$ cat config.mk
export PLATFORM = sky130hd
export DESIGN_NAME = fetch_unit
export DESIGN_NICKNAME = d
export VERILOG_FILES = /design/src/rtl/cpu_pkg.sv /design/src/rtl/fetch_buf.sv /design/src/rtl/fetch_unit.sv
export SDC_FILE = /design/constraint.sdc
export NUM_CORES = 1
export LEC_CHECK = 0
export ABC_AREA = 1
export CAP_MARGIN = 20
export CORE_MARGIN = 1
export CORE_UTILIZATION = 53
export CTS_BUF_LIST = sky130_fd_sc_hd__clkbuf_16
export CTS_CLUSTER_DIAMETER = 50
export DETAILED_ROUTE_END_ITERATION = 10
export PLACE_DENSITY = 0.93
export SLEW_MARGIN = 0
export SYNTH_ARGS = -nofsm -noshare
export SYNTH_HDL_FRONTEND = slang
export SYNTH_SLANG_ARGS = --single-unit
export TNS_END_PERCENT = 20
$ cat constraint.sdc
create_clock -name clk -period 2.8 [get_ports clk]
set_input_delay 0.28 -clock clk [delete_from_list [all_inputs] [get_ports clk]]
set_output_delay 0.28 -clock clk [all_outputs]
set_load 0.05 [all_outputs]
$ cat src/rtl/cpu_pkg.sv
// Shared CPU front-end definitions: widths, PC step, default reset vector,
// and the fetch buffer entry layout.
package cpu_pkg;

  localparam int          INSTR_W          = 32;
  localparam int          BUF_DEPTH        = 2;
  localparam logic [31:0] PC_STEP          = 32'd4;
  localparam logic [31:0] RESET_PC_DEFAULT = 32'h0000_0000;

  // One fetched instruction together with the address it came from.
  typedef struct packed {
    logic [31:0]        pc;
    logic [INSTR_W-1:0] instr;
  } fetch_entry_t;

  // Sequential fetch address; 32-bit wrap is intentional.
  function automatic logic [31:0] next_pc(input logic [31:0] pc);
    return pc + PC_STEP;
  endfunction

endpackage

$ cat src/rtl/fetch_buf.sv
// Two-entry in-order buffer between the instruction memory response and the
// IF/ID register. Flush wins over push/pop; head reads as zero when empty.
module fetch_buf
  import cpu_pkg::*;
(
  input  logic         clk,
  input  logic         reset_n,
  input  logic         i_push,
  input  fetch_entry_t i_push_entry,
  input  logic         i_pop,
  input  logic         i_flush,
  output logic [1:0]   o_count,
  output fetch_entry_t o_head
);

  fetch_entry_t r_mem [BUF_DEPTH];
  logic         r_rd_ptr;
  logic         r_wr_ptr;
  logic [1:0]   r_count;

  logic         w_pop;
  logic         w_push;

  // Ignore requests that would underflow or overflow the two slots.
  assign w_pop  = i_pop && (r_count != 2'd0);
  assign w_push = i_push && ((r_count != 2'd2) || w_pop);

  // Storage, pointers and occupancy.
  always_ff @(posedge clk or negedge reset_n) begin
    if (!reset_n) begin
      for (int i = 0; i < BUF_DEPTH; i++) r_mem[i] <= '0;
      r_rd_ptr <= 1'b0;
      r_wr_ptr <= 1'b0;
      r_count  <= 2'd0;
    end else if (i_flush) begin
      r_rd_ptr <= 1'b0;
      r_wr_ptr <= 1'b0;
      r_count  <= 2'd0;
    end else begin
      if (w_push) begin
        r_mem[r_wr_ptr] <= i_push_entry;
        r_wr_ptr        <= ~r_wr_ptr;
      end
      if (w_pop) r_rd_ptr <= ~r_rd_ptr;
      r_count <= r_count + {1'b0, w_push} - {1'b0, w_pop};
    end
  end

  assign o_count = r_count;
  assign o_head  = (r_count != 2'd0) ? r_mem[r_rd_ptr] : '0;

endmodule

$ cat src/rtl/fetch_unit.sv
// Instruction fetch front end: issues sequential fetches under a credit of
// two (outstanding + buffered), buffers in-order responses, and handles
// branch redirects by flushing the buffer and discarding stale responses.
// Optional build macro FETCH_UNIT_ALIGN_CHECK_EN: a misaligned redirect
// target raises a sticky fetch_misalign flag and halts fetching until the
// next aligned redirect. Without it the target's low two bits are cleared.
module fetch_unit
  import cpu_pkg::*;
#(
  parameter logic [31:0] RESET_PC = RESET_PC_DEFAULT
) (
  input  logic               clk,
  input  logic               reset_n,
  output logic               imem_req_valid,
  input  logic               imem_req_ready,
  output logic [31:0]        imem_req_addr,
  input  logic               imem_rsp_valid,
  input  logic [INSTR_W-1:0] imem_rsp_data,
  input  logic               stall,
  input  logic               redirect_valid,
  input  logic [31:0]        redirect_pc,
  output logic               if_valid,
  output logic [31:0]        if_pc,
  output logic [INSTR_W-1:0] if_instr,
  output logic               fetch_misalign
);

  logic [31:0]  r_pc;
  logic         r_run;
  logic [1:0]   r_outstanding;
  logic [1:0]   r_discard;
  logic         r_misalign;

  logic [1:0]   w_buf_count;
  fetch_entry_t w_head;
  fetch_entry_t w_push_entry;
  logic         w_credit_ok;
  logic         w_hs;
  logic         w_rsp_take;
  logic         w_drop;
  logic         w_push;
  logic         w_pop;
  logic [31:0]  w_rsp_pc;
  logic [31:0]  w_target;
  logic         w_target_misaligned;

`ifdef FETCH_UNIT_ALIGN_CHECK_EN
  assign w_target            = redirect_pc;
  assign w_target_misaligned = (redirect_pc[1:0] != 2'b00);
`else
  assign w_target            = redirect_pc & 32'hFFFF_FFFC;
  assign w_target_misaligned = 1'b0;
`endif

  // r_run holds off the first request until one edge after reset release.
  assign w_credit_ok    = ({1'b0, r_outstanding} + {1'b0, w_buf_count}) < 3'd2;
  assign imem_req_valid = r_run && w_credit_ok && !r_misalign && !redirect_valid;
  assign imem_req_addr  = r_pc;
  assign w_hs           = imem_req_valid && imem_req_ready;

  // Responses are in order, so the oldest outstanding request sits
  // outstanding*4 bytes behind the fetch PC.
  assign w_rsp_take = imem_rsp_valid && (r_outstanding != 2'd0);
  assign w_drop     = w_rsp_take && (r_discard != 2'd0);
  assign w_push     = w_rsp_take && (r_discard == 2'd0) && !redirect_valid;
  assign w_pop      = if_valid && !stall && !redirect_valid;
  assign w_rsp_pc   = r_pc - ({30'b0, r_outstanding} << 2);

  assign w_push_entry.pc    = w_rsp_pc;
  assign w_push_entry.instr = imem_rsp_data;

  // Fetch PC, credit accounting, stale-response discard and misalign flag.
  always_ff @(posedge clk or negedge reset_n) begin
    if (!reset_n) begin
      r_pc          <= RESET_PC;
      r_run         <= 1'b0;
      r_outstanding <= 2'd0;
      r_discard     <= 2'd0;
      r_misalign    <= 1'b0;
    end else begin
      r_run         <= 1'b1;
      r_outstanding <= r_outstanding + {1'b0, w_hs} - {1'b0, w_rsp_take};
      if (redirect_valid) begin
        r_pc       <= w_target;
        r_discard  <= r_outstanding - {1'b0, w_rsp_take};
        r_misalign <= w_target_misaligned;
      end else begin
        if (w_hs)   r_pc      <= next_pc(r_pc);
        if (w_drop) r_discard <= r_discard - 2'd1;
      end
    end
  end

  fetch_buf u_buf (
    .clk          (clk),
    .reset_n      (reset_n),
    .i_push       (w_push),
    .i_push_entry (w_push_entry),
    .i_pop        (w_pop),
    .i_flush      (redirect_valid),
    .o_count      (w_buf_count),
    .o_head       (w_head)
  );

  assign if_valid       = (w_buf_count != 2'd0);
  assign if_pc          = w_head.pc;
  assign if_instr       = w_head.instr;
  assign fetch_misalign = r_misalign;

endmodule

==> Word-level counts from Yosys, hierarchy flattened <==
Index checks and enable logic that the tools add are counted.
W data, S select, Z words.
{ "totals": {"ram_bits": 0, "latch_bits": 0, "memories": 0, "input_bits": 70, "ff_bits": 169, "elab_cells": 70, "output_inout_bits": 99, "mem_bits_ro": 0} }
{ "classes": {"bitwise_logic": 5, "order_cmp": 4, "mux": 16, "multipliers": 0, "eq_ne": 1, "n_shift": 0, "addsub": 9, "reduce_logical": 24, "div_mod_pow": 0} }
{ "ops": {"columns": ["op", "count"], "rows": [
  ["$mux W64", 5],
  ["$bwmux W128", 1],
  ["$demux W64 S1", 1],
  ["$mux W32", 2],
  ["$add A32 B3 Y32 const B", 1],
  ["$sub A32 B4 Y32", 1],
  ["$reduce_bool A2 Y1", 7],
  ["$logic_and A1 B1 Y1", 12],
  ["$mux W2", 3],
  ["$sub A2 B1 Y2", 3],
  ["$add A2 B1 Y2", 2],
  ["$ge A2 B2 Y1 const B", 2],
  ["$mux W1", 4],
  ["$not A1 Y2", 2],
  ["$add A2 B2 Y3", 1],
  ["$lt A3 B2 Y1 const B", 1],
  ["$not A1 Y1", 3],
  ["$logic_not A1 Y1", 2],
  ["$logic_not A2 Y1", 1],
  ["$lt A2 B1 Y1 const B", 1],
  ["$ne A2 B2 Y1 const B", 1],
  ["$reduce_and A2 Y1", 1],
  ["$sub A2 B1 Y2 const B", 1],
  ["$logic_or A1 B1 Y1", 1]
]} }

==> Depth between registers and ports, before layout <==
{ "depth": {"depth_word": 9, "mapped_depth": 12, "mapped_depth_nobuf": 12} }

==> By module <==
From an unflattened synthesis, not the netlist that was laid out.
{ "unflattened": {"hier_cells": 1368, "hier_area_um2": 9834.4} }
{ "by_module_without_submodules": {"columns": ["mod", "instances", "seq_area_each_um2", "area_each_um2", "cells_per_inst"], "rows": [
  ["fetch_buf", 1, 3303.2, 6470.0, 818],
  ["fetch_unit", 1, 875.8, 3364.5, 550]
]} }

==> Worst setup path before layout <==
No wires, ideal clock.
{ "synth_timing": {"kind": "register to output", "start": "register u_buf.r_count[1] (netlist: u_buf.o_count[1])", "end": "output if_pc[10]", "path_buffers": 1, "path_stages_with_launch": 6, "t_arrival_ns": 2.191, "setup_slack_ns": 0.329, "required_ns": 2.520, "path_cell_list": "dfrtp_1 > nor2_1 > inv_1 > clkbuf_1 > o21ai_0 > a21oi_1"} }
{ "synth_between": {"elab_chain_len": 2} }
{ "synth_lines": {"columns": ["item", "line", "text"], "rows": [
  ["from (decl)", "fetch_buf.sv:19", "logic [1:0] r_count;"],
  ["from (signal assigned)", "fetch_buf.sv:45", "r_count <= r_count + {1'b0, w_push} - {1'b0, w_pop};"],
  ["$reduce_bool A2 Y1", null, null],
  ["net if_valid", "fetch_unit.sv:22", "output logic if_valid,"],
  ["$mux W64", "fetch_buf.sv:50", "assign o_head = (r_count != 2'd0) ? r_mem[r_rd_ptr] : '0;"],
  ["to (decl)", "fetch_unit.sv:23", "output logic [31:0] if_pc,"]
]} }
The timed path passes the listed nets, and every way through them passes these cells.

==> Worst setup path after layout <==
{ "layout_timing": {"start": "register u_buf.r_rd_ptr", "end": "output if_pc[15]"} }
{ "layout_between": {"elab_chain_len": 5} }
{ "layout_lines": {"columns": ["item", "line", "text"], "rows": [
  ["from (decl)", "fetch_buf.sv:17", "logic r_rd_ptr;"],
  ["from (signal assigned)", "fetch_buf.sv:44", "if (w_pop) r_rd_ptr <= ~r_rd_ptr;"],
  ["$not A1 Y2 (not written as such)", "fetch_buf.sv:50", null],
  ["$mux W64 (not written as such) (3 in a row)", "fetch_buf.sv:50", null],
  ["$mux W64", "fetch_buf.sv:50", null]
]} }
Every way passes these cells. The select of a mux whose other input is x is not followed.

==> impl_metrics.env <==
export IMPL_synth_flop_cell="dfrtp_1"
export IMPL_synth_edff_count=0
export IMPL_place_inst=1615
export IMPL_grt_pass1_vias=8880
export IMPL_port_buffers=161
export IMPL_hold_path_depth=3
export IMPL_cp_top_family="buffers and inverters"
export IMPL_io_pins=169
export IMPL_cts_tree="built"
export IMPL_synth_warnings=0
export IMPL_hold_ws_ns=0.394
export IMPL_cap_violations=0
export IMPL_std_cell_rows=47
export IMPL_htree_num_levels=4
export IMPL_worstMarginPinSlew_ns=0.912
export IMPL_yosysUniqueCellTypes=32
export IMPL_arrival_ns=2.21
export IMPL_nNetsFinal=1496
export IMPL_period_share=0.888
export IMPL_endpoint_kind="primary output"
export IMPL_path_cells="buf_4, o21ai_0, a21oi_1, buf_4"
export IMPL_dp_hpwl_um=17700
export IMPL_postCtsHoldBufs=1
export IMPL_yosys_area_top_type="dfrtp_1"
export IMPL_critical_path_most_common_cell="buf_4"
export IMPL_cts_buffers_inserted=17
export IMPL_worstPathRequired_ns=2.52
export IMPL_ys_seq_area_frac=0.450
export IMPL_crit_cells=4
export IMPL_ys_ff_latch=163
export IMPL_timing_rr_end="imem_req_addr[3]"
export IMPL_clk_pin_slew_ns=0.07
export IMPL_routedWlPerCell_um=15.5
export IMPL_insertion_delay_ns=0.43
export IMPL_overflow=0
export IMPL_worstHoldStart="redirect_pc[11]"
export IMPL_whs_endpoint="imem_req_addr[11]"
export IMPL_path_buf_inv=2
export IMPL_yosysTopAreaCellShare=0.450
export IMPL_num_antenna_cells=0
export IMPL_place_congestion=0.997
export IMPL_hold_class="in -> reg"
export IMPL_maxSlewHeadroom=0.392
export IMPL_drv_slew=0
export IMPL_stdcell_count=1648
export IMPL_netlist_area_sq_um=9070
export IMPL_dieWidth_um=133
export IMPL_routed_wl_um=25600
export IMPL_core_area_sq_um=16600
export IMPL_drtAntennaViolNets=0
export IMPL_grt_usage=0.302
export IMPL_reg2reg_depth=9
export IMPL_cpPeakStageDelay_ns=0.64
export IMPL_initialDrtViolationCount=930
export IMPL_viasPerCell=5.49
export IMPL_status="completed"
export IMPL_syn2layout_area_growth_pct=30.5
export IMPL_critPathLaunchType="flip-flop"
export IMPL_slowest_stage="buf_4"
export IMPL_clock_path_buffers=2
export IMPL_setup_viol=0
export IMPL_dieHeight_um=133
export IMPL_cts_resized=0
export IMPL_grt_max_degree=99
export IMPL_clockRootBuffer="clkbuf_16"
export IMPL_period_needed_ns=2.49
export IMPL_final_core_util=0.711
export IMPL_drive_gt1_frac=0.0875
export IMPL_p_total_mw=10.2
export IMPL_r2r_start="u_buf.o_count[0]"
export IMPL_leakage_nw=5.66
export IMPL_r2r_slack_ns=0.40
export IMPL_path_class="reg -> out"
export IMPL_cts_sinks=163
export IMPL_fmax_mhz=402
export IMPL_vias=9043
export IMPL_irDropWorstVdd_mv=0.580
export IMPL_async_flop_share=1.00
export IMPL_dieArea_sq_um=17600
export IMPL_antenna_found_initial=0
export IMPL_post_route_drc_count=0
export IMPL_hold_viol=0
export IMPL_synth_area_top_cells="dfrtp_1, nand2_1, o21ai_0, nor2_1, inv_1"
export IMPL_fin_worst_skew_ns=0.0103
export IMPL_grt_pass1_wl_um=42400
export IMPL_fillers=1234
export IMPL_yosysMostFrequentCell="nand2_1"
export IMPL_cts_setup_buffers=0
export IMPL_syn_area_per_cell_sq_um=7.04
export IMPL_cp_max_fo=77
export IMPL_fin_setup_tns_ns=0
export IMPL_power_density_nw_per_um2=862
export IMPL_initial_core_util=0.545
export IMPL_rsz0062_at_grt="false"
export IMPL_synthCells=1289
export IMPL_dr_pass1_iters=6
export IMPL_synthTopCellsByCount="nand2_1, dfrtp_1, nor2_1"
[cell type report]
type                            count  area [sq um]  area share
Inverter                          110           413      0.0349
Sequential cell                   163          4080       0.345
Tap cell                          220           275      0.0233
Timing Repair Buffer              177          2240       0.189
Multi-Input combinational cell    946          4230       0.358
Clock inverter                     15           169      0.0143
Clock buffer                       17           425      0.0359
[registers in the layout, indices dropped and copies added (netlist names)]
name and cells:
u_buf.r_rd_ptr 1, r_run 1, u_buf.r_mem 124, r_outstanding 2, u_buf.r_wr_ptr 1, imem_req_addr 30
r_discard 2, u_buf.o_count 2
[logic make-up after synthesis]
group,synth area share
xor gates and xnor gates,0.0270
adders and majority gates,0.0168
buffers and inverters,0.0862
AOI/OAI and AO/OA,0.118
and+or+nand+nor,0.302
other,0.000828
DFF,0.450
[metal layers]
layer | part of all wire | vias to the layer above | GRT usage
met4 | 0.037 | 0 | 0.138
met1 | 0.39 | 4209 | 0.387
met2 | 0.49 | 506 | 0.503
li1 | - | 4261 | -
met3 | 0.087 | 67 | 0.0479
met5 | 0 | - | 0
[worst max-delay path by stage]
stage                     startpoint               end  slack (ns)
floorplan           u_buf.o_count[1]         if_pc[10]        0.33
global placement      redirect_valid    u_buf.r_mem[0]        0.42
detailed placement    redirect_valid   u_buf.r_mem[10]        0.29
CTS                   u_buf.r_rd_ptr         if_pc[15]        0.35
global route        u_buf.o_count[0]  imem_req_addr[3]        0.20
finish                u_buf.r_rd_ptr         if_pc[15]        0.31
[tightest hold or removal path, stage by stage]
cell and delay (ns):
clkdlybuf4s50_1 0.39, nand2_1 0.06, nand2_1 0.05
[report_power, final]
part | switching (mW) | internal, mW | leakage [nW]
clock | 1.08 | 1.28 | 0.294
combinational | 2.58 | 1.49 | 3.31
sequential | 0.614 | 3.17 | 2.05
total | 4.27 | 5.94 | 5.66
[cell usage in the layout, fill, tap and decap left out, types with 6 or more instances in the layout]
| master | count |
|---|---|
| nand4_1 | 8 |
| o21ai_1 | 12 |
| inv_1 | 110 |
| buf_4 | 25 |
| ha_1 | 9 |
| nand3_1 | 45 |
| xor2_1 | 21 |
| buf_12 | 53 |
| a21oi_1 | 66 |
| xnor2_1 | 7 |
| nand2_1 | 524 |
| conb_1 | 6 |
| clkdlybuf4s50_1 | 97 |
| nor2_1 | 112 |
| o21ai_2 | 6 |
| inv_8 | 6 |
| o21ai_0 | 106 |
| dfrtp_1 | 162 |
| clkbuf_16 | 17 |
| o211ai_1 | 7 |
[per-stage QoR]
stage | worst slack (ns) | instance area, sq um
5_1_grt | 0.196 | 11800
4_1_cts | 0.346 | 11800
6_report | 0.314 | 11800
3_3_place_gp | 0.421 | 11200
3_5_place_dp | 0.286 | 11200
2_1_floorplan | 0.329 | 9080
No activity file was read; power rests on OpenSTA's default activity.
